## src/rtl/fft_r2_stage_pipe.sv

```systemverilog
// Streaming radix-2 DIT butterfly stage: S1 capture + twiddle read, S2 complex multiply,
// S3 butterfly/scale/saturate. Define FFT_STAGE_SAT_CNT_EN to add the sat_cnt output.
module fft_r2_stage_pipe #(
    parameter int IN_W  = 8,
    parameter int OUT_W = 8,
    parameter int TW_W  = 10,
    parameter int NPAIR = 16
) (
    input  logic                     clk,
    input  logic                     rst,
    input  logic                     in_valid,
    output logic                     in_ready,
    input  logic signed [IN_W-1:0]   a_r,
    input  logic signed [IN_W-1:0]   a_i,
    input  logic signed [IN_W-1:0]   b_r,
    input  logic signed [IN_W-1:0]   b_i,
    input  logic                     scale,
    input  logic                     tw_we,
    input  logic [$clog2(NPAIR)-1:0] tw_addr,
    input  logic signed [TW_W-1:0]   tw_r,
    input  logic signed [TW_W-1:0]   tw_i,
    output logic                     out_valid,
    input  logic                     out_ready,
    output logic signed [OUT_W-1:0]  p_r,
    output logic signed [OUT_W-1:0]  p_i,
    output logic signed [OUT_W-1:0]  n_r,
    output logic signed [OUT_W-1:0]  n_i,
    output logic [$clog2(NPAIR)-1:0] out_idx,
`ifdef FFT_STAGE_SAT_CNT_EN
    output logic [15:0]              sat_cnt,
`endif
    output logic                     out_last
);
    localparam int AW     = $clog2(NPAIR);
    localparam int STAGES = 3;
    localparam int SH     = TW_W - 2;
    // Two guard bits keep the full product difference plus rounding term exact.
    localparam int PW     = IN_W + TW_W + 2;
    localparam int BW     = (IN_W + 2 > OUT_W) ? IN_W + 2 : OUT_W;
    localparam logic signed [PW-1:0]   RND   = PW'(2 ** (SH - 1));
    localparam logic signed [BW-1:0]   ONE   = BW'(1);
    localparam logic signed [TW_W-1:0] UNITY = TW_W'(2 ** SH);

    function automatic logic ovf_in(input logic signed [PW-1:0] v);
        return !(&v[PW-1:IN_W-1] || ~|v[PW-1:IN_W-1]);
    endfunction

    function automatic logic signed [IN_W-1:0] sat_in(input logic signed [PW-1:0] v);
        if (ovf_in(v))
            return v[PW-1] ? {1'b1, {(IN_W-1){1'b0}}} : {1'b0, {(IN_W-1){1'b1}}};
        return v[IN_W-1:0];
    endfunction

    function automatic logic ovf_out(input logic signed [BW-1:0] v);
        return !(&v[BW-1:OUT_W-1] || ~|v[BW-1:OUT_W-1]);
    endfunction

    function automatic logic signed [OUT_W-1:0] sat_out(input logic signed [BW-1:0] v);
        if (ovf_out(v))
            return v[BW-1] ? {1'b1, {(OUT_W-1){1'b0}}} : {1'b0, {(OUT_W-1){1'b1}}};
        return v[OUT_W-1:0];
    endfunction

    function automatic logic signed [BW-1:0] bfly(input logic signed [IN_W-1:0] a,
                                                   input logic signed [IN_W-1:0] x,
                                                   input logic sub, input logic sc);
        logic signed [BW-1:0] v;
        v = sub ? BW'(a) - BW'(x) : BW'(a) + BW'(x);
        if (sc) v = (v + ONE) >>> 1;
        return v;
    endfunction

    logic                   adv, acc;
    logic [STAGES:1]        vld_pipe;
    logic [AW-1:0]          cnt, idx1, idx2;
    logic signed [TW_W-1:0] twr_mem [NPAIR];
    logic signed [TW_W-1:0] twi_mem [NPAIR];
    logic signed [IN_W-1:0] a1_r, a1_i, b1_r, b1_i, a2_r, a2_i, x2_r, x2_i;
    logic signed [TW_W-1:0] w1_r, w1_i;
    logic                   sc1, sc2;
    logic signed [PW-1:0]   mr, mi;
    logic signed [BW-1:0]   s_r, s_i, d_r, d_i;

    assign adv       = !out_valid || out_ready;
    assign in_ready  = adv;
    assign acc       = in_valid && adv;
    assign out_valid = vld_pipe[STAGES];

    // Table write ignores the handshake; S1 reads the pre-write value on a same-cycle hit.
    always_ff @(posedge clk) begin
        if (rst) begin
            for (int k = 0; k < NPAIR; k++) begin
                twr_mem[k] <= UNITY;
                twi_mem[k] <= '0;
            end
        end else if (tw_we) begin
            twr_mem[tw_addr] <= tw_r;
            twi_mem[tw_addr] <= tw_i;
        end
    end

    always_comb begin
        mr  = (PW'(b1_r) * PW'(w1_r) - PW'(b1_i) * PW'(w1_i) + RND) >>> SH;
        mi  = (PW'(b1_r) * PW'(w1_i) + PW'(b1_i) * PW'(w1_r) + RND) >>> SH;
        s_r = bfly(a2_r, x2_r, 1'b0, sc2);
        s_i = bfly(a2_i, x2_i, 1'b0, sc2);
        d_r = bfly(a2_r, x2_r, 1'b1, sc2);
        d_i = bfly(a2_i, x2_i, 1'b1, sc2);
    end

    always_ff @(posedge clk) begin
        if (rst) begin
            vld_pipe <= '0;
            cnt      <= '0;
            p_r      <= '0;
            p_i      <= '0;
            n_r      <= '0;
            n_i      <= '0;
            out_idx  <= '0;
            out_last <= 1'b0;
        end else if (adv) begin
            vld_pipe <= {vld_pipe[STAGES-1:1], acc};
            if (acc) cnt <= cnt + AW'(1);
            a1_r     <= a_r;
            a1_i     <= a_i;
            b1_r     <= b_r;
            b1_i     <= b_i;
            w1_r     <= twr_mem[cnt];
            w1_i     <= twi_mem[cnt];
            sc1      <= scale;
            idx1     <= cnt;
            a2_r     <= a1_r;
            a2_i     <= a1_i;
            x2_r     <= sat_in(mr);
            x2_i     <= sat_in(mi);
            sc2      <= sc1;
            idx2     <= idx1;
            p_r      <= sat_out(s_r);
            p_i      <= sat_out(s_i);
            n_r      <= sat_out(d_r);
            n_i      <= sat_out(d_i);
            out_idx  <= idx2;
            out_last <= (idx2 == AW'(NPAIR - 1));
        end
    end

`ifdef FFT_STAGE_SAT_CNT_EN
    logic msat2, bsat;
    assign bsat = ovf_out(s_r) || ovf_out(s_i) || ovf_out(d_r) || ovf_out(d_i);

    always_ff @(posedge clk) begin
        if (rst) begin
            msat2   <= 1'b0;
            sat_cnt <= '0;
        end else if (adv) begin
            msat2 <= ovf_in(mr) || ovf_in(mi);
            if (vld_pipe[STAGES-1] && (msat2 || bsat) && sat_cnt != 16'hFFFF)
                sat_cnt <= sat_cnt + 16'd1;
        end
    end
`endif

endmodule

```

## config.mk

```make
export PLATFORM = sky130hd
export DESIGN_NAME = fft_r2_stage_pipe
export DESIGN_NICKNAME = d
export VERILOG_FILES = /design/src/rtl/fft_r2_stage_pipe.sv
export SDC_FILE = /design/constraint.sdc
export NUM_CORES = 2
export LEC_CHECK = 0
export CORE_UTILIZATION = 40
export CTS_BUF_LIST = sky130_fd_sc_hd__clkbuf_2
export DETAILED_ROUTE_END_ITERATION = 6
export HOLD_SLACK_MARGIN = 0.02
export SYNTH_ARGS = -nofsm -noshare
export SYNTH_HDL_FRONTEND = slang
export SYNTH_SLANG_ARGS = --single-unit
export TNS_END_PERCENT = 10
```

## constraint.sdc

```tcl
create_clock -name clk -period 6.7 [get_ports clk]
set_input_delay 1.34 -clock clk [delete_from_list [all_inputs] [get_ports clk]]
set_output_delay 1.34 -clock clk [all_outputs]
set_load 0.02 [all_outputs]
```

==> Word level (Yosys, flattened, before mapping) <==
Memory sizes are Yosys's and may differ from the RTL's. A register that Yosys moved wholly into a read port is not among the register bits.
Cells that the tools add are included.
{ "classes": {"eq_ne": 1, "reduce_logical": 31, "addsub": 13, "n_bitwise": 1, "muxes": 51, "n_mul": 4} }
{ "op_table": {"columns": ["operator", "count"], "rows": [
  ["2-to-1 mux 8 bit", 18],
  ["multiplier 8 x 10 -> 18 bit", 4],
  ["2-to-1 mux 10 bit", 6],
  ["adder 19 x 9 -> 20 bit, second input constant", 2],
  ["2-to-1 mux 1 bit", 25],
  ["adder 10 x 2 -> 10 bit, second input constant", 2],
  ["adder 9 x 2 -> 10 bit, second input constant", 2],
  ["OR reduction 10 bit", 2],
  ["adder 18 x 18 -> 19 bit", 1],
  ["subtractor 18 x 18 -> 19 bit", 1],
  ["adder 8 x 8 -> 9 bit", 2],
  ["subtractor 8 x 8 -> 9 bit", 2],
  ["AND reduction 3 bit", 4],
  ["OR reduction 3 bit", 4],
  ["AND reduction 5 bit", 2],
  ["OR reduction 5 bit", 2],
  ["2-to-1 mux 4 bit", 2],
  ["logical NOT 1 bit", 7],
  ["logical OR 1 bit", 7],
  ["adder 4 x 1 -> 4 bit, second input constant", 1],
  ["equality test 4 bit, second input constant", 1],
  ["AND reduction 2 bit", 2],
  ["logical AND 1 bit", 1],
  ["inverter 1 bit", 1]
]} }
{ "word_totals": {"mem_count": 2, "output_inout_bits": 39, "ram_bits": 320, "input_bits": 62, "word_cells": 123, "ff_bits": 118} }
{ "mem_list": {"columns": ["memory", "depth", "width", "read_ports", "rd_clocked_by_memory_dff", "write_ports", "line", "rtl"], "rows": [
  ["twi_mem", 16, 10, 1, 1, 16, "77", "logic signed [TW_W-1:0] twi_mem [NPAIR];"],
  ["twr_mem", 16, 10, 1, 1, 16, "76", "logic signed [TW_W-1:0] twr_mem [NPAIR];"]
]} }

==> Depth between registers and ports, before layout <==
{ "logic_depth": {"depth_word": 10, "ltp_mapped": 24, "mapped_depth_nobuf": 22} }

==> Worst setup path before layout <==
Ideal clock, no wire load.
{ "synth_timing": {"path_kind": "flip-flop to flip-flop", "start": "register b1_r[7]", "end": "register x2_i[1] (data pin)", "path_stages_with_launch": 21, "t_required_ps": 6445, "setup_ps": 255, "n_path_buf": 1, "period_less_slack_ps": 6407, "slack_ps": 293, "t_arrival_ps": 6152, "cell_sequence": "edfxtp_1 inv_1 buf_1 nor2_1 fa_1 fa_1 fa_1 fa_1 fa_1 inv_1 fa_1 inv_1 ha_1 a21o_1 a21o_1 a221oi_1 o21ai_1 a21oi_1 xnor2_1 o41a_1 a31o_1"} }
{ "synth_between": {"elab_chain_cells": 10} }
{ "synth_rtl": {"columns": ["element", "line", "rtl"], "rows": [
  ["start: declaration", "78", "logic signed [IN_W-1:0] a1_r, a1_i, b1_r, b1_i, a2_r, a2_i, x2_r, x2_i;"],
  ["start signal: assignment", "126", "b1_r <= b_r;"],
  ["multiplier 8 x 10 -> 18 bit (*)", "104", "mi = (PW'(b1_r) * PW'(w1_i) + PW'(b1_i) * PW'(w1_r) + RND) >>> SH;"],
  ["adder 18 x 18 -> 19 bit (*)", "104", null],
  ["adder 19 x 9 -> 20 bit (*)", "104", null],
  ["OR reduction 5 bit", "45", "return !(&v[PW-1:IN_W-1] || ~|v[PW-1:IN_W-1]);"],
  ["logical NOT 1 bit", "45", null],
  ["logical OR 1 bit", "45", null],
  ["2-to-1 mux 1 bit", "49", "if (ovf_in(v))"],
  ["2-to-1 mux 1 bit", "121", "end else if (adv) begin"],
  ["2-to-1 mux 1 bit", "112", "if (rst) begin"],
  ["2-to-1 mux 8 bit (*)", "51", "return v[IN_W-1:0];"],
  ["end signal: assignment", "135", "x2_i <= sat_in(mi);"],
  ["end: declaration", "78", null]
]} }
Every way passes the cells marked *; elsewhere a longest branch is shown, timed or not. The select of a mux whose other input is x is not followed.
A chain may end at the register's enable or synchronous reset.

==> Worst setup path after layout <==
{ "layout_timing": {"start": "register b1_r[2]", "end": "register x2_i[1] (data pin)"} }
Same word-level chain as after synthesis.

==> summary.md <==
| Metric | Value |
|---|---|
| Post-Syn Nets | 3579 |
| GRT Resource Usage Total | 19.8% |
| Area of the multi-input gates | 0.0197 sq mm |
| Clock Path Buffers | 3 |
| GPL Wtd Cong | 0.883 |
| Hold buffer count at CTS | 0 |
| Crit end category | flop |
| Fin. Hold Viols | 0 |
| Sum of negative setup slack | 0 ps |
| Routed wire per std cell | 19.7 um |
| Asr flop ratio synth | 0% |
| Synth top area share | 35.3% |
| TritonCTS clock tree | built |
| Worst EP required | 7670 ps |
| Final hold slack | 388 ps |
| Seq. cell area | 0.0133 sq mm |
| WP data arrival | 7500 ps |
| Pre-CTS WS | 125 ps |
| Seq/Total Area, Yosys | 37.8% |
| WS Path Type | flop to flop |
| Inserted Clock Buffers | 120 |
| Nets@finish | 3754 |
| Initial core utilization | 40.5% |
| Number of synthesized flops with an enable pin | 414 |
| Vias | 22200 |
| Die height | 299 um |
| Clock Skews | 167 ps |
| Slew @ Worst Pin | 1110 ps |
| Status | completed |
| Drt via density | 5.03 |
| Final core utilization | 45.2% |
| Worst-path clk slew | 110 ps |
| Hold Crit Class | flop to flop |
| Row count | 108 |
| Initial antenna violation count | 4 |
| Mean Syn Cell Area | 11.8 sq um |
| Die Wd | 299 um |
| IO Count | 101 |
| Post-synth cell types | 101 |
| Clk_lat worst skew | 1300 ps |
| Share of post-route cells with drive strength above 1 | 16.3% |
| Cell area after technology mapping | 0.0352 sq mm |
| Hpwl dp | 61.3 mm |
| Initial drt markers | 1309 |
| Area grow syn2layout | 11.7% |
| Top-count cell post-synth | and2_1 |
| Post-synth top cells | and2_1, inv_1, edfxtp_1 |
| Cells after Synth | 2992 |
| Fmax | 153 MHz |
| Synth Register Bits | 458 |
| Fin crit share | 97.5% |
| I/O Buffers | 100 |
| Post-DRT Antenna Nets | 0 |
| Synth area leader | edfxtp_1 |
| Grt total ovfl | 0 |
| Core footprint | 0.0869 sq mm |
| Root buf cell | clkbuf_2 |
| Max-Cap Viols | 0 |
| YS warnings | 0 |
| CTS sink cnt | 458 |
| Fill cells | 8071 |
| Synth top area cells | edfxtp_1, fa_1, and2_1, mux4_2, ha_1 |
| Slew headroom | 26.2% |
| First-pass DRT Iterations | 5 |
| Startpoint types | flop |
| H-tree level count | 3 |
| DIE AREA | 0.0892 sq mm |
| Worst Path Max Fanout | 7 |
| Final setup fails | 0 |
| Vias in the first global route | 23600 |
| Fin worst setup slack | 170 ps |
| Post-route DRC | 0 |
| Top FF cell, synth | edfxtp_1 |
| Global-route wire length before repair | 135 mm |
| Pin count of the biggest net entering global routing | 82 |
| Max Slew Vio Count | 0 |
| WL final | 87.1 mm |
| Tmin final | 6530 ps |
-- worst max-delay path, stage by stage (launching register included) --
cell,delay (ps)
edfxtp_1,470
buf_6,180
clkbuf_16,160
and2_1,150
fa_1,530
inv_1,60
fa_2,460
fa_1,510
inv_1,60
fa_1,480
fa_1,480
inv_1,50
fa_1,470
inv_1,60
ha_4,210
and3_1,180
and3_1,180
a22oi_1,160
buf_4,170
o211ai_1,90
a21oi_1,210
xnor2_1,120
o41a_1,540
a31o_1,220
-- state kept, by name (all words and copies together) (netlist names), 3 cells and up --
signal and cells:
twi_mem 160, n_r 8, x2_r 8, p_r 8
x2_i 8, idx1 4, b1_r 8, w1_r 10
idx2 4, a2_r 8, a1_i 8, w1_i 10
vld_pipe 3, n_i 8, a1_r 8, cnt 4
twr_mem 160, a2_i 8, p_i 8, b1_i 8
out_idx 4
-- cells by family (layout without fill, tap and decap cells) --
group / Yosys count / after routing / share of synthesized area [%]
xor+xnor: 58 / 58 / 1.49
other cells: 0 / 1 / 0
simple gates: 935 / 935 / 14.8
compound gates: 277 / 277 / 5.97
mux: 106 / 106 / 6.58
fa+ha+maj: 543 / 543 / 26.6
flops: 458 / 458 / 37.8
buf+inv: 615 / 885 / 6.65
-- what timing repair did --
| item | CTS | global route |
|---|---|---|
| resized for setup | 1 | 28 |
| pin swaps | 0 | 23 |
| endpoints found under the setup margin | 7 | 14 |
| buffers inserted | 3 | 9 |
| gates cloned | 0 | 2 |
-- per-stage QoR --
step                      std cells  area [sq um]
after floorplan                2992         35200
after global placement         4187         37900
after global routing           4418         39300
after detailed placement       4187         37900
final                          4418         39300
after CTS                      4407         39100
-- metal layers --
layer  GRT usage (%)  up-vias  share of wire (%)
li1                -    10400                  -
met1            25.6    11200                 42
met2            33.7      563                 49
met3            3.62      131                5.8
met4            5.98        0                2.5
met5               0        -                  0
-- layout by cell type, fill, tap and decap left out, drive strengths merged, types with 42 or more instances in the layout --
cell,n
a21oi,69
and2,495
buf,114
clkbuf,184
clkdlybuf4s50,99
dfxtp,44
edfxtp,414
fa,348
ha,177
inv,455
mux4,100
nand2,146
nor2,119
o21ai,48
xnor2,42
-- cell type report --
type	count	share of cell area, %
Tap cell	1155	3.68
Inverter	452	4.32
Antenna cell	1	0.00637
Timing Repair Buffer	216	5.19
Multi-Input combinational cell	1919	50.1
Clock inverter	36	0.516
Clock buffer	181	2.30
Sequential cell	458	33.9
-- path summary, 6_finish.rpt --
check	slack [ps]	start	endpoint	cells after the start
setup / recovery	170	b1_r[2]	x2_i[1]	23
setup reg to reg	170	b1_r[2]	x2_i[1]	23
hold reg to reg	390	a1_r[0]	a2_r[0]	0
hold / removal	390	a1_r[0]	a2_r[0]	0
Power is not shown: default switching activity piles up to over one toggle a cycle in this logic, so the estimate is an artifact.
